[config.mk]
export PLATFORM = sky130hd
export DESIGN_NAME = mem_port_arb
export DESIGN_NICKNAME = d
export VERILOG_FILES = /design/src/rtl/mem_port_arb.sv
export SDC_FILE = /design/constraint.sdc
export NUM_CORES = 1
export LEC_CHECK = 0
export CAP_MARGIN = 30
export CORE_MARGIN = 5
export CORE_UTILIZATION = 29
export CTS_BUF_LIST = sky130_fd_sc_hd__clkbuf_8
export DETAILED_ROUTE_END_ITERATION = 10
export PLACE_DENSITY = 0.62
export SLEW_MARGIN = 5
export SYNTH_ARGS = -nofsm -noshare
export SYNTH_HDL_FRONTEND = slang
export SYNTH_SLANG_ARGS = --single-unit
[constraint.sdc]
create_clock -name clk -period 2.3 [get_ports clk]
set_input_delay 0.46 -clock clk [delete_from_list [all_inputs] [get_ports clk]]
set_output_delay 0.46 -clock clk [all_outputs]
set_load 0.01 [all_outputs]
[src/rtl/mem_port_arb.sv]
// mem_port_arb: shares one single-port memory between instruction fetch and the memory stage.
// Define MEM_PORT_ARB_PERF_EN to add saturating wait-cycle counters (perf_if_wait / perf_dm_wait).
module mem_port_arb #(
  parameter int unsigned ADDR_WIDTH = 32,
  parameter int unsigned DATA_WIDTH = 32,
  parameter int unsigned PERF_WIDTH = 32
) (
  input  logic                    clk,
  input  logic                    rst,
  input  logic                    if_req,
  input  logic [ADDR_WIDTH-1:0]   if_addr,
  input  logic                    if_flush,
  output logic [DATA_WIDTH-1:0]   InstrF,
  input  logic                    dm_req,
  input  logic                    dm_we,
  input  logic [ADDR_WIDTH-1:0]   dm_addr,
  input  logic [DATA_WIDTH-1:0]   dm_wdata,
  input  logic [DATA_WIDTH/8-1:0] dm_be,
  output logic [DATA_WIDTH-1:0]   ReadDataM,
  input  logic                    ext_stall,
  output logic                    mem_stall,
  output logic                    mem_req,
  output logic                    mem_we,
  output logic [ADDR_WIDTH-1:0]   mem_addr,
  output logic [DATA_WIDTH-1:0]   mem_wdata,
  output logic [DATA_WIDTH/8-1:0] mem_be,
  input  logic                    mem_ready,
`ifdef MEM_PORT_ARB_PERF_EN
  output logic [PERF_WIDTH-1:0]   perf_if_wait,
  output logic [PERF_WIDTH-1:0]   perf_dm_wait,
`endif
  input  logic [DATA_WIDTH-1:0]   mem_rdata
);

  localparam int unsigned BE_WIDTH = DATA_WIDTH / 8;

  // Byte enables need whole bytes; counters need at least one bit.
  if ((DATA_WIDTH % 8) != 0 || PERF_WIDTH == 0) begin : g_bad_cfg
    $error("mem_port_arb: unsupported DATA_WIDTH/PERF_WIDTH");
  end

  typedef enum logic [1:0] {
    IDLE    = 2'd0,
    IF_BUSY = 2'd1,
    DM_BUSY = 2'd2
  } state_e;

  state_e                  state_q, state_d;
  logic                    mem_req_q, mem_req_d;
  logic                    mem_we_q, mem_we_d;
  logic [ADDR_WIDTH-1:0]   mem_addr_q, mem_addr_d;
  logic [DATA_WIDTH-1:0]   mem_wdata_q, mem_wdata_d;
  logic [BE_WIDTH-1:0]     mem_be_q, mem_be_d;
  logic [DATA_WIDTH-1:0]   instr_q, instr_d;
  logic [DATA_WIDTH-1:0]   rdata_q, rdata_d;
  logic                    if_done_q, if_done_d;
  logic                    dm_done_q, dm_done_d;
  logic                    if_discard_q, if_discard_d;

  logic pend_if, pend_dm, advance;
  logic if_cpl, dm_cpl, discard_now;
  logic launch_if, launch_dm;

  // Outstanding work and completion qualifiers for this cycle.
  always_comb begin
    pend_if     = if_req & ~if_done_q;
    pend_dm     = dm_req & ~dm_done_q;
    advance     = ~(pend_if | pend_dm) & ~ext_stall;
    if_cpl      = (state_q == IF_BUSY) & mem_ready;
    dm_cpl      = (state_q == DM_BUSY) & mem_ready;
    discard_now = if_discard_q | if_flush;
  end

  assign mem_stall = pend_if | pend_dm;

  // Next-state, done flags, response buffers and request launch.
  always_comb begin
    state_d      = state_q;
    mem_req_d    = mem_req_q;
    mem_we_d     = mem_we_q;
    mem_addr_d   = mem_addr_q;
    mem_wdata_d  = mem_wdata_q;
    mem_be_d     = mem_be_q;
    instr_d      = instr_q;
    rdata_d      = rdata_q;
    if_done_d    = if_done_q;
    dm_done_d    = dm_done_q;
    if_discard_d = if_discard_q;
    launch_if    = 1'b0;
    launch_dm    = 1'b0;

    if (advance) begin
      if_done_d = 1'b0;
      dm_done_d = 1'b0;
    end

    if (dm_cpl) begin
      dm_done_d = 1'b1;
      if (!mem_we_q) begin
        rdata_d = mem_rdata;
      end
    end

    // A fetch redirected while in flight completes into the void.
    if (if_cpl) begin
      if (!discard_now) begin
        instr_d   = mem_rdata;
        if_done_d = 1'b1;
      end
      if_discard_d = 1'b0;
    end else if ((state_q == IF_BUSY) && if_flush) begin
      if_discard_d = 1'b1;
    end

    if (if_flush) begin
      if_done_d = 1'b0;
    end

    case (state_q)
      IDLE: begin
        launch_dm = pend_dm;
        launch_if = ~pend_dm & pend_if;
      end
      IF_BUSY, DM_BUSY: begin
        // Chain the other requester straight onto the port, data side first.
        if (mem_ready) begin
          launch_dm = dm_req & ~dm_done_d;
          launch_if = ~launch_dm & if_req & ~if_done_d;
          if (!launch_dm && !launch_if) begin
            state_d   = IDLE;
            mem_req_d = 1'b0;
            mem_we_d  = 1'b0;
          end
        end
      end
      default: begin
        state_d   = IDLE;
        mem_req_d = 1'b0;
        mem_we_d  = 1'b0;
      end
    endcase

    if (launch_dm) begin
      state_d     = DM_BUSY;
      mem_req_d   = 1'b1;
      mem_we_d    = dm_we;
      mem_addr_d  = dm_addr;
      mem_wdata_d = dm_wdata;
      mem_be_d    = dm_be;
    end else if (launch_if) begin
      state_d     = IF_BUSY;
      mem_req_d   = 1'b1;
      mem_we_d    = 1'b0;
      mem_addr_d  = if_addr;
      mem_wdata_d = '0;
      mem_be_d    = '1;
    end
  end

  always_ff @(posedge clk) begin
    if (rst) begin
      state_q      <= IDLE;
      mem_req_q    <= 1'b0;
      mem_we_q     <= 1'b0;
      mem_addr_q   <= '0;
      mem_wdata_q  <= '0;
      mem_be_q     <= '0;
      instr_q      <= '0;
      rdata_q      <= '0;
      if_done_q    <= 1'b0;
      dm_done_q    <= 1'b0;
      if_discard_q <= 1'b0;
    end else begin
      state_q      <= state_d;
      mem_req_q    <= mem_req_d;
      mem_we_q     <= mem_we_d;
      mem_addr_q   <= mem_addr_d;
      mem_wdata_q  <= mem_wdata_d;
      mem_be_q     <= mem_be_d;
      instr_q      <= instr_d;
      rdata_q      <= rdata_d;
      if_done_q    <= if_done_d;
      dm_done_q    <= dm_done_d;
      if_discard_q <= if_discard_d;
    end
  end

  assign mem_req   = mem_req_q;
  assign mem_we    = mem_we_q;
  assign mem_addr  = mem_addr_q;
  assign mem_wdata = mem_wdata_q;
  assign mem_be    = mem_be_q;
  assign InstrF    = instr_q;
  assign ReadDataM = rdata_q;

`ifdef MEM_PORT_ARB_PERF_EN
  logic [PERF_WIDTH-1:0] perf_if_q, perf_if_d;
  logic [PERF_WIDTH-1:0] perf_dm_q, perf_dm_d;

  // Saturating counts of cycles each requester spends waiting.
  always_comb begin
    perf_if_d = perf_if_q;
    perf_dm_d = perf_dm_q;
    if (pend_if && (perf_if_q != '1)) begin
      perf_if_d = perf_if_q + PERF_WIDTH'(1);
    end
    if (pend_dm && (perf_dm_q != '1)) begin
      perf_dm_d = perf_dm_q + PERF_WIDTH'(1);
    end
  end

  always_ff @(posedge clk) begin
    if (rst) begin
      perf_if_q <= '0;
      perf_dm_q <= '0;
    end else begin
      perf_if_q <= perf_if_d;
      perf_dm_q <= perf_dm_d;
    end
  end

  assign perf_if_wait = perf_if_q;
  assign perf_dm_wait = perf_dm_q;
`endif

endmodule

---- Yosys cells after proc, flatten, opt, wreduce, memory -nomap -nowiden ----
Index checks and enable logic that the tools add are counted.
word-level totals
  register bits after elaboration ......... 139
  input bits .............................. 140
  output and inout port bits .............. 135
  word-level logic and storage cells ...... 82
operators by class
  eq/ne operators ......................... 8
  mux-type cells .......................... 28
  bitwise logic cells ..................... 21
  reduce and logical (&&, ||, !) cells .... 13
operators by type and width
  operator                                              count
  2-to-1 mux 32 bit                                     4
  2-to-1 mux 1 bit                                      14
  NOT 1 bit                                             10
  bitwise AND 1 bit                                     9
  inequality test 3 bit (second input constant)         3
  2-to-1 mux 2 bit                                      4
  2-to-1 mux 4 bit                                      2
  inequality test 4 bit (second input constant)         2
  case mux 1 bit (2 select lines)                       3
  AND reduction 3 bit                                   2
  OR reduction 2 bit                                    3
  case mux 2 bit (2 select lines)                       1
  AND reduction 2 bit                                   2
  equality test 2 x 1 -> 1 bit (second input constant)  1
  equality test 2 bit (second input constant)           1
  logical AND 1 bit                                     2
  logical NOT 1 bit                                     2
  logical NOT 2 bit                                     1
  inequality test 2 bit (second input constant)         1
  OR 1 bit                                              2
  nonzero test 2 bit                                    1

---- Depth between registers and ports, before layout ----
Gate-level depths: netlist (run 1).
  depth in word-level cells ............... 19
  mapped depth ............................ 9
  gate-level depth less buffers ........... 7

---- Worst setup path before layout (run 1) ----
No wires, ideal clock.
  kind .................................... reg-to-reg
  start point ............................. register state_q[0]
  end point ............................... register mem_addr_q[13] (netlist: mem_addr[13])
  library setup time ...................... 0.153 ns
  arrival time ............................ 2.022 ns
  data required time ...................... 2.147 ns
  slack ................................... 0.126 ns
  stages on the path, launching flop included .. 9
  buffers on the path ..................... 2
  clock period less this slack ............ 2.174 ns
  cells stage by stage .................... dfxtp_1 > inv_1 > ha_1 > nand3b_1 > a21oi_1 > o21ai_1 > clkbuf_1 > clkbuf_1 > a41oi_2
between the ends
  longest elaborated chain between the ends .. 11
ends and longest elaborated chain
  what                             RTL line  RTL
  from (decl)                      48        state_e state_q, state_d;
  from (signal assigned)           174       state_q <= state_d;
  equality test 2 bit              70, 119
  bitwise AND 1 bit                70        dm_cpl = (state_q == DM_BUSY) & mem_ready;
  2-to-1 mux 1 bit                 97        if (dm_cpl) begin
  NOT 1 bit                        127       launch_dm = dm_req & ~dm_done_d;
  bitwise AND 1 bit                127
  NOT 1 bit                        128       launch_if = ~launch_dm & if_req & ~if_done_d;
  bitwise AND 1 bit (2 in a row)   128
  2-to-1 mux 1 bit                 126       if (mem_ready) begin
  case mux 1 bit (2 select lines)  119       case (state_q)
  nonzero test 2 bit (no line)     --
  to (signal assigned)             177       mem_addr_q <= mem_addr_d;
  to (decl)                        51        logic [ADDR_WIDTH-1:0] mem_addr_q, mem_addr_d;
Parallel ways exist; a longest one is shown, timed or not.
A chain may end at the register's enable or synchronous reset.

---- Worst setup path in the final report (run 1) ----
  start point ............................. register state_q[0]
  end point ............................... register mem_addr_q[9] (netlist: mem_addr[9])
The elaborated chain is that of the path after synthesis.

==> results of run 1 <==
-- cells by family after synthesis --
group           Yosys count  synth area share, %
flops                   139                43.72
compound gates          215                24.79
fa+ha+maj                 4               0.7863
buf+inv                  69                4.836
simple gates            256                25.87
-- power groups by stage --
stage / registers [mW] / logic, mW / clock network, mW
after detailed placement: 2.97 / 2.41 / 0
after global routing: 2.96 / 2.60 / 2.46
after floorplan: 3.08 / 0.980 / 0
after global placement: 2.97 / 2.39 / 0
final: 2.92 / 2.40 / 2.27
after CTS: 2.92 / 2.44 / 2.35
-- sequential cells by signal, summed over array words and instances, names as in the netlist --
signal	count
InstrF	32
ReadDataM	32
mem_addr	32
mem_wdata	32
mem_be	4
state_q	2
dm_done_q	1
if_discard_q	1
if_done_q	1
mem_req	1
mem_we	1
-- worst min-delay path by stage --
stage / from / endpoint / cells past startpoint
4_1_cts: rst / state_q[1]$_SDFFE_PP0P_ / 3
6_report: InstrF[29]$_SDFFE_PP0P_ / InstrF[29]$_SDFFE_PP0P_ / 2
5_1_grt: rst / state_q[1]$_SDFFE_PP0P_ / 3
3_5_place_dp: ReadDataM[16]$_SDFFE_PP0P_ / ReadDataM[16]$_SDFFE_PP0P_ / 2
2_1_floorplan: InstrF[0]$_SDFFE_PP0P_ / InstrF[0]$_SDFFE_PP0P_ / 2
3_3_place_gp: InstrF[28]$_SDFFE_PP0P_ / InstrF[28]$_SDFFE_PP0P_ / 2
-- metrics by stage --
| step | cells | hold slack, ns | worst slack, ns | utilization [%] | TNS, ns |
|---|---|---|---|---|---|
| 2_1_floorplan | 683 | 0.4805 | 0.1255 | - | 0 |
| 3_3_place_gp | 1214 | 0.4407 | -0.3622 | 44.28 | -17.08 |
| 3_5_place_dp | 1214 | 0.4469 | -0.4071 | 44.28 | -19.15 |
| 4_1_cts | 1247 | 0.4392 | 0.1471 | 46.52 | 0 |
| 5_1_grt | 1247 | 0.4611 | 0.01681 | 46.52 | 0 |
| 6_report | 1247 | 0.4554 | 0.1468 | 46.52 | 0 |
-- final cells by class --
| cell class | count | area [um^2] | area share [%] |
|---|---|---|---|
| tap | 280 | 350.3 | 3.472 |
| multi-input combinational | 475 | 3316 | 32.86 |
| clock buffer | 17 | 234.0 | 2.319 |
| clock inverter | 15 | 219.0 | 2.170 |
| inverter | 7 | 26.28 | 0.2604 |
| timing repair buffer | 314 | 3162 | 31.34 |
| sequential | 139 | 2783 | 27.58 |
-- critical path: stages, from the launching register on --
cell,delay (ns)
dfxtp_1,0.32
inv_1,0.07
ha_1,0.22
a22oi_2,0.08
and3_4,0.18
or4_4,0.58
bufbuf_16,0.34
nand3_1,0.11
a41oi_2,0.10
-- cells in the final DEF (no fill, tap or decap), drive strengths merged --
cell           instances
o21ai                 37
a41o                   1
and3                   1
a22oi                  1
clkbuf                17
a32o                   1
nand2b                 2
dfxtp                139
nor2b                  3
or4                    1
nor3b                 32
clkinv                 2
a211oi                 4
or2                    2
a41oi                 32
nand3                 37
or3                    1
nor3                   2
a22o                  32
a31oi                  1
o21a                   1
a21oi                103
dlygate4sd2            1
o41ai                  1
nor2                   9
nand3b                34
ha                     4
inv                   16
bufbuf                 1
clkinvlp               1
clkdlybuf4s50        272
and2                   1
nand2                131
buf                   40
bufinv                 3
o311ai                 1
-- metal layers --
metal | up-vias | wire [um]
met2 | 214 | 9856
met5 | - | 0
met3 | 25 | 1944
met1 | 2773 | 9008
li1 | 2991 | -
met4 | 0 | 430
==> impl_metrics.py, run 1 <==
metrics = {
    "run_status": {
        "status": "complete, no violations",
    },
    "finish": {
        "stdcell_area_um2": 10090,
        "area_delta_synth_final_pct": 58.52,
        "n_antenna_cell": 0,
        "layout-drive-gt1-share_pct": 14.79,
        "n_fill_cell": 2102,
        "final_nets": 1098,
    },
    "worst_hold_path": {
        "min_path_type": "reg2reg",
    },
    "power_and_ir_drop": {
        "power.switching_mw": 2.461,
        "p_leak_nw": 3.584,
        "p_sw_share_pct": 32.42,
        "p_seq_share_pct": 38.4,
        "intPower_mw": 5.130,
        "p_total_mw": 7.592,
        "p_per_area_nw_per_um2": 752.4,
        "comb_power_share_pct": 31.6,
        "vdd_drop_max_uv": 448.9,
        "power_frac_clock_pct": 29.9,
    },
    "grt": {
        "grt_pass1_wl_um": 32280,
        "met1_usage_pct": 20.14,
        "busiest_layer": "met2",
        "first_global_vias": 5979,
        "track_usage_pct": 16.33,
        "grt_max_degree": 65,
        "grt_antenna_before_repair": 0,
        "use_met3_pct": 6.616,
        "met2_usage_pct": 26.22,
        "gr-total-overflow": 0,
    },
    "synthesis": {
        "synth_edf_count": 0,
        "ys_seq_area_share_pct": 43.72,
        "synthCells": 683,
        "synth_area_leader_cell": "dfxtp_1",
        "ys_ff_latch": 139,
        "synth_area_um2": 6365,
        "synth_top_area_share_pct": 43.72,
        "async_flop_share_pct": 0,
        "synth.area.top_cells": "dfxtp_1 44%, nand3b_4 8.8%, a21oi_1 8.1%",
        "post-synth-top-count-cell": "dfxtp_1",
        "syn_nets": 827,
        "yosys-top-cells-count": "139 x dfxtp_1, 131 x nand2_1, 103 x a21oi_1, 43 x clkbuf_1, 37 x nand3_1",
        "postSynthAreaPerCell_um2": 9.319,
        "synth.yosys.warnings": 0,
        "yosys.cell_types.count": 39,
        "synth_flop_cell": "dfxtp_1",
    },
    "clock_tree": {
        "numCtsBuffers": 17,
        "htree_levels": 4,
        "clockBufferDepth": 2,
        "cts_tree": "built",
        "cts_resized": 2,
        "root_buffer": "clkbuf_8",
        "clkSinkCount": 139,
        "clk_pin_slew_ns": 0.09,
        "postCtsSetupRepairBufs": 0,
        "hold_buffers": 0,
        "clkLatencyLatePin_ns": 0.45,
    },
    "floorplan": {
        "die-area_um2": 25010,
        "initial_core_util_pct": 29.35,
        "fp.dieH_um": 158.1,
        "num_rows": 54,
        "ioPinCount": 275,
        "fp.dieW_um": 158.1,
        "core_region_area_um2": 21690,
    },
    "job": {
        "maxCapViolations": 0,
    },
    "worst_setup_path": {
        "arrival_ns": 2.46,
        "r2r_start": "state_q[0]$_SDFFE_PP0P_",
        "critPathLaunch": "state_q[0]$_SDFFE_PP0P_",
        "reg2reg_depth": 8,
        "end_kind": "flip-flop",
        "startpoint_type": "flip-flop",
        "path_class": "reg2reg",
        "critical_path.max_fanout": 32,
        "cp.required_ns": 2.61,
        "crit_path_end": "mem_addr[9]$_SDFFE_PP0P_",
        "reg2reg_slack_ns": 0.15,
        "r2r-end": "mem_addr[9]$_SDFFE_PP0P_",
    },
    "detailed_routing": {
        "via_per_inst": 4.814,
        "wirelength_um": 21240,
        "drc": 0,
        "routedWlPerCell_um": 17.03,
        "dr.pass1.iters": 5,
        "drt-initial-drc-count": 248,
        "drtAntennaViolNets": 0,
        "vias": 6003,
    },
    "timing": {
        "finalCritPeriodShare_pct": 93.62,
        "setup_viol": 0,
        "timing.max_slew.rel_slack_pct": 54.25,
        "skew_ns": 0.01927,
        "worst_pin_slew_ns": 0.6862,
        "rsz0062_at_grt": "no",
        "finalCriticalPeriod_ns": 2.153,
        "drv_slew": 0,
        "max_freq_mhz": 464.4,
        "hold_viol": 0,
    },
    "placement": {
        "postPlaceCellArea_um2": 9603,
        "port_buffers": 274,
        "gp_congestion": 0.8053,
        "hpwl_um": 14760,
    },
}
Power figures use the tool's default switching activity.
==> run 2, diff against run 1 <==
CORE_MARGIN = 2   (was 5)
TNS_END_PERCENT = 100   (was default)
==> impl_metrics.py, run 2 (synthesized netlist as in run 1, its figures left out) <==
metrics = {
    "run_status": {
        "status": "complete, no violations",
    },
    "grt": {
        "grt_pass1_wl_um": 33080,
        "gr-total-overflow": 0,
        "grt_max_degree": 65,
        "first_global_vias": 5905,
        "grt_antenna_before_repair": 1,
        "track_usage_pct": 17.64,
    },
    "power_and_ir_drop": {
        "p_leak_nw": 3.628,
        "p_per_area_nw_per_um2": 751.4,
        "vdd_drop_max_uv": 359.7,
        "p_sw_share_pct": 32.28,
        "power_frac_clock_pct": 29.6,
        "intPower_mw": 5.176,
        "p_seq_share_pct": 38.1,
        "comb_power_share_pct": 32.3,
        "power.switching_mw": 2.467,
    },
    "worst_setup_path": {
        "reg2reg_slack_ns": 0.14,
        "startpoint_type": "flip-flop",
        "end_kind": "flip-flop",
        "path_class": "reg2reg",
        "reg2reg_depth": 8,
        "crit_path_top_delay_cell": "or4_4",
        "cp.required_ns": 2.62,
        "critical_path.max_fanout": 32,
        "crit_path_end": "mem_addr[23]$_SDFFE_PP0P_",
        "worstPathCellList": "inv_1, ha_1, a22oi_2, and3_4, or4_4, bufbuf_16, nand3_1, a41oi_2",
        "r2r_start": "state_q[0]$_SDFFE_PP0P_",
        "slowest_delay_ns": 0.58,
        "critPathLaunch": "state_q[0]$_SDFFE_PP0P_",
        "arrival_ns": 2.47,
        "r2r-end": "mem_addr[23]$_SDFFE_PP0P_",
    },
    "detailed_routing": {
        "vias": 6024,
        "via_per_inst": 4.808,
        "routedWlPerCell_um": 16.58,
        "wirelength_um": 20770,
        "drt-initial-drc-count": 216,
        "drc": 0,
        "drtAntennaViolNets": 0,
        "dr.pass1.iters": 4,
    },
    "finish": {
        "final_common_cell": "clkdlybuf4s50_1",
        "n_antenna_cell": 0,
        "final_nets": 1104,
        "layout-drive-gt1-share_pct": 15.31,
        "finalNonFillerCells": 1253,
        "most-common-layout-cells": "272 x clkdlybuf4s50_1, 139 x dfxtp_1, 131 x nand2_1, 103 x a21oi_1",
        "area_delta_synth_final_pct": 59.82,
    },
    "worst_hold_path": {
        "min_path_type": "in2reg",
    },
    "timing": {
        "timing.max_slew.rel_slack_pct": 67.20,
        "finalCritPeriodShare_pct": 93.74,
        "hold_viol": 0,
        "setup_viol": 0,
        "max_freq_mhz": 463.8,
        "setup_tns_ns": 0,
        "rsz0062_at_grt": "no",
        "drv_slew": 0,
        "skew_ns": 0.01822,
        "worst_pin_slew_ns": 0.4920,
        "setup_ws_ns": 0.1440,
        "finalCriticalPeriod_ns": 2.156,
    },
    "clock_tree": {
        "root_buffer": "clkbuf_8",
        "cts_tree": "built",
        "clkSinkCount": 139,
        "clkLatencyLatePin_ns": 0.45,
        "htree_levels": 4,
        "postCtsSetupRepairBufs": 0,
        "hold_buffers": 0,
        "clk_pin_slew_ns": 0.09,
        "numCtsBuffers": 17,
        "clockBufferDepth": 2,
    },
    "floorplan": {
        "initial_core_util_pct": 29.35,
        "core_region_area_um2": 21690,
        "ioPinCount": 275,
        "die-area_um2": 23150,
        "fp.dieH_um": 152.1,
        "fp.dieW_um": 152.1,
        "num_rows": 54,
    },
    "placement": {
        "place_ws_ns": -0.3845,
        "port_buffers": 274,
        "dp_cells": 1220,
        "gp_congestion": 0.7925,
        "hpwl_um": 13790,
    },
    "job": {
        "maxCapViolations": 0,
    },
}
## run 2: worst max-delay path, delay by kind of cell (launching register included)
kind / cells / cell delay, ns
adders and majority gates: 1 / 0.22
DFF: 1 / 0.32
and+or+nand+nor: 3 / 0.89
buffers and inverters: 2 / 0.41
AOI/OAI and AO/OA: 2 / 0.19
## run 2: per-stage QoR
stage	area [um^2]	total power, mW	hold slack [ns]	util [%]
after global placement	9686	5.414	0.4409	44.66
final	10170	7.643	0.3281	46.90
after CTS	10170	7.763	0.2807	46.90
after detailed placement	9686	5.430	0.4457	44.66
after floorplan	6365	4.062	0.4805	-
after global routing	10170	8.060	0.3037	46.90
## run 2: area by class of cell
| type | instances | area (um^2) |
|---|---|---|
| fill | 2084 | 11520 |
| sequential | 139 | 2783 |
| timing repair buffer | 320 | 3244 |
| tap | 280 | 350.3 |
| inverter | 7 | 26.28 |
| clock inverter | 15 | 219.0 |
| clock buffer | 17 | 234.0 |
| multi-input combinational | 475 | 3316 |
## run 2: worst min path at each step
stage | slack [ns] | start | depth (start not counted) | end
detailed placement | 0.45 | InstrF[9]$_SDFFE_PP0P_ | 2 | InstrF[9]$_SDFFE_PP0P_
floorplan | 0.48 | InstrF[0]$_SDFFE_PP0P_ | 2 | InstrF[0]$_SDFFE_PP0P_
global placement | 0.44 | ReadDataM[22]$_SDFFE_PP0P_ | 2 | ReadDataM[22]$_SDFFE_PP0P_
global route | 0.30 | rst | 2 | dm_done_q$_SDFF_PP0_
CTS | 0.28 | rst | 2 | if_done_q$_SDFF_PP0_
finish | 0.33 | rst | 2 | if_done_q$_SDFF_PP0_
## run 2: power by group through the flow
| stage | clock network, mW | logic [mW] | registers [mW] |
|---|---|---|---|
| floorplan | 0 | 0.980 | 3.08 |
| global placement | 0 | 2.45 | 2.96 |
| detailed placement | 0 | 2.46 | 2.97 |
| CTS | 2.36 | 2.49 | 2.92 |
| global route | 2.45 | 2.65 | 2.96 |
| finish | 2.26 | 2.46 | 2.91 |
## run 2: layer usage
layer	vias up	global-route usage [%]	share of wire (%)
met5	-	0	0.063
met4	2	5.029	1.6
met3	20	6.030	6.7
met2	207	28.06	47
met1	2796	22.79	45
li1	2999	-	-
## run 2: repair_timing
action	in CTS	in global routing
endpoints found under the setup margin	2	0
endpoints found under the hold margin	0	0
resized for setup	2	0
